===== src/rtl/corr_pkg.sv =====
// Shared types and width helpers for the correlator control sequencer.
// The flag bundle order matches what the signal-delay stage unpacks.
package corr_pkg;

   typedef enum logic [1:0] {
      IDLE = 2'd0,
      WAIT = 2'd1,
      RUN  = 2'd2
   } state_t;

   // A counter over n values still needs one bit when n is 1.
   function automatic int cnt_bits(input int n);
      return (n > 1) ? $clog2(n) : 1;
   endfunction

   function automatic int tbits(input int trate);
      return cnt_bits(trate);
   endfunction

   function automatic int lbits(input int loop0);
      return cnt_bits(loop0);
   endfunction

   // Delay-stage bundle is {addr, last, emit, next, first, valid}; addr is
   // parameter-sized, so it is concatenated ahead of this struct by the user.
   typedef struct packed {
      logic last;
      logic emit;
      logic next;
      logic first;
      logic valid;
   } flags_t;

   localparam int FLAG_W = $bits(flags_t);

endpackage


===== src/rtl/loop_counter.sv =====
// Modulo-MOD counter that advances on inc_i; wrap_o flags the increment that
// returns it to zero, so instances chain by feeding wrap_o into inc_i.
module loop_counter #(
   parameter int MOD = 4,
   parameter int W   = 2
) (
   input  logic         clock,
   input  logic         reset,
   input  logic         inc_i,
   output logic [W-1:0] count_o,
   output logic         wrap_o
);

   logic [W-1:0] count_reg;
   logic [W-1:0] count_next;
   logic         at_max;

   assign at_max  = (count_reg == W'(MOD - 1));
   assign wrap_o  = inc_i && at_max;
   assign count_o = count_reg;

   always_comb begin
      count_next = count_reg;
      if (inc_i) begin
         count_next = at_max ? '0 : count_reg + 1'b1;
      end
   end

   always_ff @(posedge clock) begin
      if (reset) begin
         count_reg <= '0;
      end else begin
         count_reg <= count_next;
      end
   end

endmodule


===== src/rtl/corr_sequencer.sv =====
// Control-stream generator for the time-multiplexed correlator chains: replays
// each sample block once per timeslice and accumulates LOOP1 blocks per window.
module corr_sequencer
   import corr_pkg::*;
#(
   parameter int TRATE = 30,
   parameter int LOOP0 = 3,
   parameter int LOOP1 = 4,
   parameter int FBITS = 16,
   parameter int TBITS = tbits(TRATE),
   parameter int LBITS = lbits(LOOP0)
) (
   input  logic             clock,
   input  logic             reset,
   input  logic             enable_i,
   input  logic             buf_ready_i,
   output logic [LBITS-1:0] buf_addr_o,
   output logic             buf_done_o,
   output logic             valid_o,
   output logic             first_o,
   output logic             next_o,
   output logic             emit_o,
   output logic             last_o,
   output logic [TBITS-1:0] addr_o,
   output logic             busy_o,
   output logic [FBITS-1:0] windows_o
);

   localparam int CBITS = cnt_bits(LOOP1);

   state_t state_reg;
   state_t state_next;

   logic             run;
   logic [LBITS-1:0] cnt0;
   logic [TBITS-1:0] addr;
   logic [CBITS-1:0] cnt1;
   logic             cnt0_wrap;
   logic             addr_wrap;
   logic             cnt1_wrap;

   flags_t           flags_reg;
   flags_t           flags_next;
   logic             done_reg;
   logic             done_next;
   logic             busy_reg;
   logic             busy_next;
   logic [TBITS-1:0] taddr_reg;
   logic [TBITS-1:0] taddr_next;
   logic [LBITS-1:0] baddr_reg;
   logic [LBITS-1:0] baddr_next;
   logic [FBITS-1:0] windows_reg;
   logic [FBITS-1:0] windows_next;

   assign run = (state_reg == RUN);

   // Innermost to outermost: sample in block, timeslice, accumulated block.
   loop_counter #(.MOD(LOOP0), .W(LBITS)) u_cnt0 (
      .clock   (clock),
      .reset   (reset),
      .inc_i   (run),
      .count_o (cnt0),
      .wrap_o  (cnt0_wrap)
   );

   loop_counter #(.MOD(TRATE), .W(TBITS)) u_addr (
      .clock   (clock),
      .reset   (reset),
      .inc_i   (cnt0_wrap),
      .count_o (addr),
      .wrap_o  (addr_wrap)
   );

   loop_counter #(.MOD(LOOP1), .W(CBITS)) u_cnt1 (
      .clock   (clock),
      .reset   (reset),
      .inc_i   (addr_wrap),
      .count_o (cnt1),
      .wrap_o  (cnt1_wrap)
   );

   always_ff @(posedge clock) begin
      if (reset) begin
         state_reg <= IDLE;
      end else begin
         state_reg <= state_next;
      end
   end

   always_comb begin
      state_next   = state_reg;
      flags_next   = '0;
      done_next    = 1'b0;
      busy_next    = (state_reg != IDLE);
      taddr_next   = taddr_reg;
      baddr_next   = baddr_reg;
      windows_next = windows_reg;

      case (state_reg)
         IDLE: begin
            if (enable_i) begin
               state_next = WAIT;
            end
         end

         WAIT: begin
            if (buf_ready_i) begin
               state_next = RUN;
            end
         end

         RUN: begin
            flags_next.valid = 1'b1;
            flags_next.first = (cnt1 == '0) && (cnt0 == '0);
            flags_next.next  = (cnt0 == LBITS'(LOOP0 - 1));
            flags_next.emit  = flags_next.next && (cnt1 == CBITS'(LOOP1 - 1));
            flags_next.last  = flags_next.emit && (addr == TBITS'(TRATE - 1));
            taddr_next       = addr;
            baddr_next       = cnt0;
            done_next        = addr_wrap;

            // enable_i only matters here at the window boundary, so a
            // mid-window drop still lets the window finish.
            if (addr_wrap) begin
               if (cnt1_wrap) begin
                  windows_next = windows_reg + 1'b1;
                  state_next   = enable_i ? WAIT : IDLE;
               end else begin
                  state_next = WAIT;
               end
            end
         end

         default: begin
            state_next = IDLE;
         end
      endcase
   end

   always_ff @(posedge clock) begin
      if (reset) begin
         flags_reg   <= '0;
         done_reg    <= 1'b0;
         busy_reg    <= 1'b0;
         taddr_reg   <= '0;
         baddr_reg   <= '0;
         windows_reg <= '0;
      end else begin
         flags_reg   <= flags_next;
         done_reg    <= done_next;
         busy_reg    <= busy_next;
         taddr_reg   <= taddr_next;
         baddr_reg   <= baddr_next;
         windows_reg <= windows_next;
      end
   end

   assign valid_o    = flags_reg.valid;
   assign first_o    = flags_reg.first;
   assign next_o     = flags_reg.next;
   assign emit_o     = flags_reg.emit;
   assign last_o     = flags_reg.last;
   assign buf_done_o = done_reg;
   assign busy_o     = busy_reg;
   assign addr_o     = taddr_reg;
   assign buf_addr_o = baddr_reg;
   assign windows_o  = windows_reg;

endmodule


===== config.mk =====
export PLATFORM = sky130hd
export DESIGN_NAME = corr_sequencer
export DESIGN_NICKNAME = d
export VERILOG_FILES = /design/src/rtl/corr_pkg.sv /design/src/rtl/loop_counter.sv /design/src/rtl/corr_sequencer.sv
export SDC_FILE = /design/constraint.sdc
export NUM_CORES = 1
export LEC_CHECK = 0
export ABC_AREA = 1
export CORE_MARGIN = 3
export CORE_UTILIZATION = 35
export DETAILED_ROUTE_END_ITERATION = 10
export HOLD_SLACK_MARGIN = 0.15
export SLEW_MARGIN = 20
export SYNTH_ARGS = -nofsm -noshare
export SYNTH_HDL_FRONTEND = slang
export SYNTH_HIERARCHICAL = 1
export SYNTH_SLANG_ARGS = --single-unit

===== constraint.sdc =====
create_clock -name clock -period 5 [get_ports clock]
set_input_delay 1 -clock clock [delete_from_list [all_inputs] [get_ports clock]]
set_output_delay 1 -clock clock [all_outputs]
set_load 0.01 [all_outputs]

; Word level (Yosys, flattened, before mapping)
; Cells that the tools add are included.
[word_totals]
ramBits = 0
inputBits = 4
mem_bits_ro = 0
reg_bits = 41
latch_bits = 0
word_cells = 50
out_inout_bits = 30
memories = 0
[classes]
n_reduce_logical = 13
n_addsub = 4
multipliers = 0
n_div = 0
n_eq_ne = 8
mux = 10
shift = 0
order_cmp = 0
bitwise_logic = 1
[ops]
columns = operator, count
row1 = "16-bit by 1-bit adder with 16-bit output, second input constant", 1
row2 = 2-bit two-way mux, 5
row3 = "2-bit == test, second input constant", 3
row4 = 1-bit logical AND, 6
row5 = 2-bit zero test, 3
row6 = "2-bit != test, second input constant", 3
row7 = 2-bit case mux with 3 select lines, 1
row8 = 3-bit AND reduction, 2
row9 = "5-bit by 1-bit adder with 5-bit output, second input constant", 1
row10 = "5-bit == test, second input constant", 1
row11 = 5-bit two-way mux, 1
row12 = "2-bit by 1-bit adder with 2-bit output, second input constant", 2
row13 = 1-bit two-way mux, 3
row14 = "2-bit by 1-bit == test with 1-bit output, second input constant", 1
row15 = 2-bit nonzero test, 1
row16 = 2-bit OR reduction, 1
row17 = 1-bit NOT, 1

; Longest topological paths before layout
[logic_depth]
ltp_word = 7
depth_mapped = 17
ltp_nobuf = 16

; Hierarchy
; The synthesis kept the hierarchy.
[modules_own_cells]
columns = mod, area_each_um2, seq_area_each_um2, n_inst, cells_per_inst
row1 = corr_sequencer, 1427.6, 640.6, 1, 192
row2 = loop_counter (u_addr), 262.8, 100.1, 1, 34
row3 = loop_counter (u_cnt1), 107.6, 40.0, 1, 16
row4 = loop_counter (u_cnt0), 91.3, 40.0, 1, 14

; Worst setup path after synthesis
; No wires, ideal clock.
[synth_path]
path_type = reg-to-reg
from = reg state_reg[1]
to = reg windows_reg[9], in the netlist windows_o[9]
path_buffers = 1
setup_time_ns = 0.119
slack_ns = 2.470
period_less_slack_ns = 2.530
required_time_ns = 4.881
t_arrival_ns = 2.410
stages_incl_launch_ff = 17
cell_sequence = dfxtp_1 > inv_2 > nor2_4 > buf_2 > nand2_1 > nor2_1 > nand3_1 > nor2_1 > nand2_1 > inv_1 > nand2_1 > inv_1 > nand2_4 > nor2_2 > nand2_1 > o21ai_0 > a21oi_1
[synth_between]
elab_chain_len = 5
[synth_rtl]
columns = item, line
row1 = "start, declared", corr_sequencer.sv:31  ; state_t state_reg;
row2 = "start signal, assigned", corr_sequencer.sv:86  ; state_reg <= state_next;
row3 = 2-bit == test, corr_sequencer.sv:55  ; assign run = (state_reg == RUN);
row4 = via run, corr_sequencer.sv:34  ; logic run;
row5 = 1-bit logical AND, loop_counter.sv:19  ; assign wrap_o = inc_i && at_max;
row6 = via cnt0_wrap, corr_sequencer.sv:38  ; logic cnt0_wrap;
row7 = 1-bit logical AND, loop_counter.sv:19
row8 = via addr_wrap, corr_sequencer.sv:39  ; logic addr_wrap;
row9 = 1-bit logical AND, loop_counter.sv:19
row10 = via cnt1_wrap, corr_sequencer.sv:40  ; logic cnt1_wrap;
row11 = 3-bit AND reduction (no line), n/a
row12 = "end signal, assigned", corr_sequencer.sv:154  ; windows_reg <= windows_next;
row13 = "end, declared", corr_sequencer.sv:52  ; logic [FBITS-1:0] windows_reg;
; The timed path passes the listed nets, and every way through them passes these cells.
; A chain may end at the register's enable or synchronous reset.

; Final worst setup path
[layout_path]
from = reg state_reg[1]
to = reg windows_reg[9], in the netlist windows_o[9]
[layout_between]
elab_chain_len = 5
[layout_rtl]
columns = item, line
row1 = 2-bit == test, corr_sequencer.sv:55
row2 = 1-bit logical AND, loop_counter.sv:19
row3 = via cnt0_wrap, corr_sequencer.sv:38
row4 = 1-bit logical AND, loop_counter.sv:19
row5 = via addr_wrap, corr_sequencer.sv:39
row6 = 1-bit logical AND, loop_counter.sv:19
row7 = via cnt1_wrap, corr_sequencer.sv:40
row8 = 3-bit AND reduction (no line), n/a
; The timed path passes the listed nets, and every way through them passes these cells.

==> summary.txt <==
Setup path
  • Startpoint Class: register
  • Crit path required time: 5.18 ns
  • Worst R2R End: windows_o[9]
  • CP cell instances: inv_2, nor2_4, nand2_1, nor2_1, nand3_1, nor2_1, nand2_1, inv_1, nand2_1, inv_1, nand2_4, nor2_2, nand2_1, o21ai_0, a21oi_1
  • Slack of the worst reg-to-reg path: 2.07 ns
  • Crit Path Max Fanout: 16
  • Critical Path AT: 3.11 ns
  • Critical path's most frequent cell: nand2_1
  • Worst setup EP type: register
  • Crit path kind: register to register
  • R2R depth: 15
  • Worst reg2reg path startpoint: state_reg[1]
  • Critical-path top delay cell: dfxtp_1
  • Worst path max stage delay: 0.41 ns

Logic synthesis
  • Sequential fraction of the synthesis area: 0.4344
  • Post-synth cell types: 30
  • Post-Synthesis Cells: 256
  • Syn nets: 264
  • Syn Std Cell Area: between 1500 and 2000 µm²
  • Yosys warns: 6
  • Avg Cell Area, Syn: 7.380 µm²
  • Seq cells post-synth: 41

Cells and area
  • Filler cell count: 510
  • ANT cells: 0
  • Number of nets in the layout: 300
  • P&R area growth vs syn: 25.76%
  • Reg area: 820.8 µm²
  • Area of the multi-input gates: a little over 900 µm²
  • Max reg flops: 16
  • Share of post-route cells with drive strength above 1: 0.09247

GRT
  • Largest net degree at the start of global routing: 21
  • Vias in the first global route: 1539
  • Initial antenna violation count: 0
  • First-pass GRT wire length: between 6000 and 7000 µm
  • Tot GR Track Use: 0.1396
  • Remaining global-route overflow: 0

Timing
  • Maximum operating frequency: between 300 and 400 MHz
  • Max_slew headroom: 0.5976
  • Setup TNS: 0 ns
  • Slew Viols, Final: 0
  • Final setup viols: 0
  • Unrepaired setup endpoints after global routing: no
  • Hold WS: 0.4810 ns
  • Worst slew pin tran: 0.6029 ns
  • Clock Skews: 0.005135 ns
  • Final Hold Vio Count: 0
  • Tmin final: 2.929 ns
  • Period utilization: 0.5858

Pwr
  • Pwr Total: 0.0006412 W
  • Peak VDD IR: approximately 0.16 mV
  • Power density over the cells: about 270 nW/µm²
  • Pleak: 0.8988 nW

Worst hold path
  • Hold wc startpoint: windows_o[9]
  • Hold path endpoint: windows_o[9]
  • Min-delay worst type: register to register
  • Hold path depth: 2

Routing
  • # DRC: 0
  • Routed WL: 3941 µm
  • Antenna Violating Nets Remaining: 0
  • Vias: 1641
  • Routed wire per std cell: roughly 11 µm
  • Initial DRC count: 48
  • Via density: around 4.5
  • DRT Pass-1 Iters: 4

Die
  • Die Y: 79.47 µm
  • Num ports: 34
  • Core ar.: 5172 µm²
  • Initial Utilization: 0.3653
  • Die W: 79.47 µm
  • Site Rows: 26
  • DIE AREA: 6315 µm²

CTS
  • CTS tree: built
  • Post-CTS Setup Inserts: 0
  • Clock sinks: 41
  • CTS Buffer Depth: 2
  • Num CTS Buffers: 5
  • Cts hold-fix bufs: 0
  • Resize count post-CTS: 0
  • # H-tree levels: 2
  • Clock Tree Root: clkbuf_8
  • Worst skew pair latency: 0.29 ns
  • Worst-path clk slew: roughly 0.07 ns

Placement
  • GP Congestion: 0.7716
  • HPWL Detailed: ~3000 µm
  • Buffers on Ports: 33

Job
  • Max_cap viols: 0

Run status
  • Status: completed
==> where the power goes <==
part / internal (W) / switching, W / total, W
logic: 0.0000329 / 0.0000399 / 0.0000728
registers: 0.000340 / 0.0000104 / 0.000350
clock network: 0.000110 / 0.000108 / 0.000218
==> layer usage <==
| metal | wire length [µm] | global-route usage | share of wire |
|---|---|---|---|
| met5 | 0 | 0 | 0 |
| met2 | 1782 | 0.2287 | 0.45 |
| met1 | 1910 | 0.1726 | 0.48 |
| met4 | 59 | 0.05155 | 0.015 |
| met3 | 189 | 0.04063 | 0.048 |
==> cells in the final DEF (no fill, tap or decap), drive strengths merged, types with 2 or more instances in the layout <==
cell           count
nand4              2
inv               39
nor3               3
nand2             51
clkdlybuf4s50     33
nor2              55
clkbuf             7
a21oi             16
xor2               3
dfxtp             41
o21ai             15
o21bai             3
ha                 4
nand3             15
==> stage by stage <==
stage | setup WS [ns] | cells | instance area, µm² | util
after floorplan | 2.470 | 256 | 1889 | -
after global placement | 2.205 | 355 | 2290 | 0.4427
after detailed placement | 2.061 | 355 | 2290 | 0.4427
after CTS | 2.048 | 362 | 2376 | 0.4594
after global routing | 1.674 | 362 | 2376 | 0.4594
final | 2.071 | 362 | 2376 | 0.4594
==> synth_stat cells <==
master | instances | share of area
a211oi_1 | 1 | 0.0040
a21oi_1 | 14 | 0.037
a21oi_2 | 2 | 0.0093
buf_2 | 2 | 0.0053
clkbuf_1 | 2 | 0.0040
dfxtp_1 | 41 | 0.43
ha_1 | 4 | 0.026
inv_1 | 36 | 0.072
inv_2 | 3 | 0.0060
nand2_1 | 48 | 0.095
nand2_2 | 2 | 0.0066
nand2_4 | 1 | 0.0060
nand3_1 | 13 | 0.034
nand3_4 | 2 | 0.019
nand4_1 | 2 | 0.0066
nor2_1 | 47 | 0.093
nor2_2 | 3 | 0.0099
nor2_4 | 4 | 0.024
nor2_8 | 1 | 0.011
nor3_1 | 2 | 0.0053
nor3_2 | 1 | 0.0053
nor4_1 | 1 | 0.0033
o211ai_1 | 1 | 0.0040
o21a_1 | 1 | 0.0040
o21ai_0 | 14 | 0.037
o21ai_1 | 1 | 0.0026
o21bai_1 | 2 | 0.0079
o21bai_4 | 1 | 0.0099
or2_2 | 1 | 0.0033
xor2_1 | 3 | 0.014
==> cell type report <==
cell class | count | area share
multi-input combinational | 172 | 0.3807
inverter | 39 | 0.06161
clock buffer | 7 | 0.03633
sequential | 41 | 0.3454
tap | 70 | 0.03686
timing repair buffer | 33 | 0.1390
==> cell families after synthesis <==
logic type,Yosys count,share of synthesized area
fa+ha+maj,4,0.02649
xor+xnor,3,0.01391
simple gates,128,0.3225
buf+inv,43,0.08676
compound gates,37,0.1159
flops,41,0.4344
==> worst max-delay path: cells and delay by family (launching register included) <==
| family | cells | cell delay [ns] |
|---|---|---|
| AND/OR/NAND/NOR | 10 | 1.90 |
| flip-flops | 1 | 0.41 |
| buffers and inverters | 3 | 0.31 |
| AO/OA/AOI/OAI | 2 | 0.20 |
==> worst max-delay path by stage <==
stage / start / end / depth (start not counted)
after floorplan: state_reg[1] / windows_o[9] / 16
after global placement: state_reg[1] / windows_o[9] / 15
after detailed placement: state_reg[1] / windows_o[9] / 15
after CTS: state_reg[1] / windows_o[9] / 15
after global routing: state_reg[1] / windows_o[15] / 16
final: state_reg[1] / windows_o[9] / 15
(Power assumes the default switching activity.)
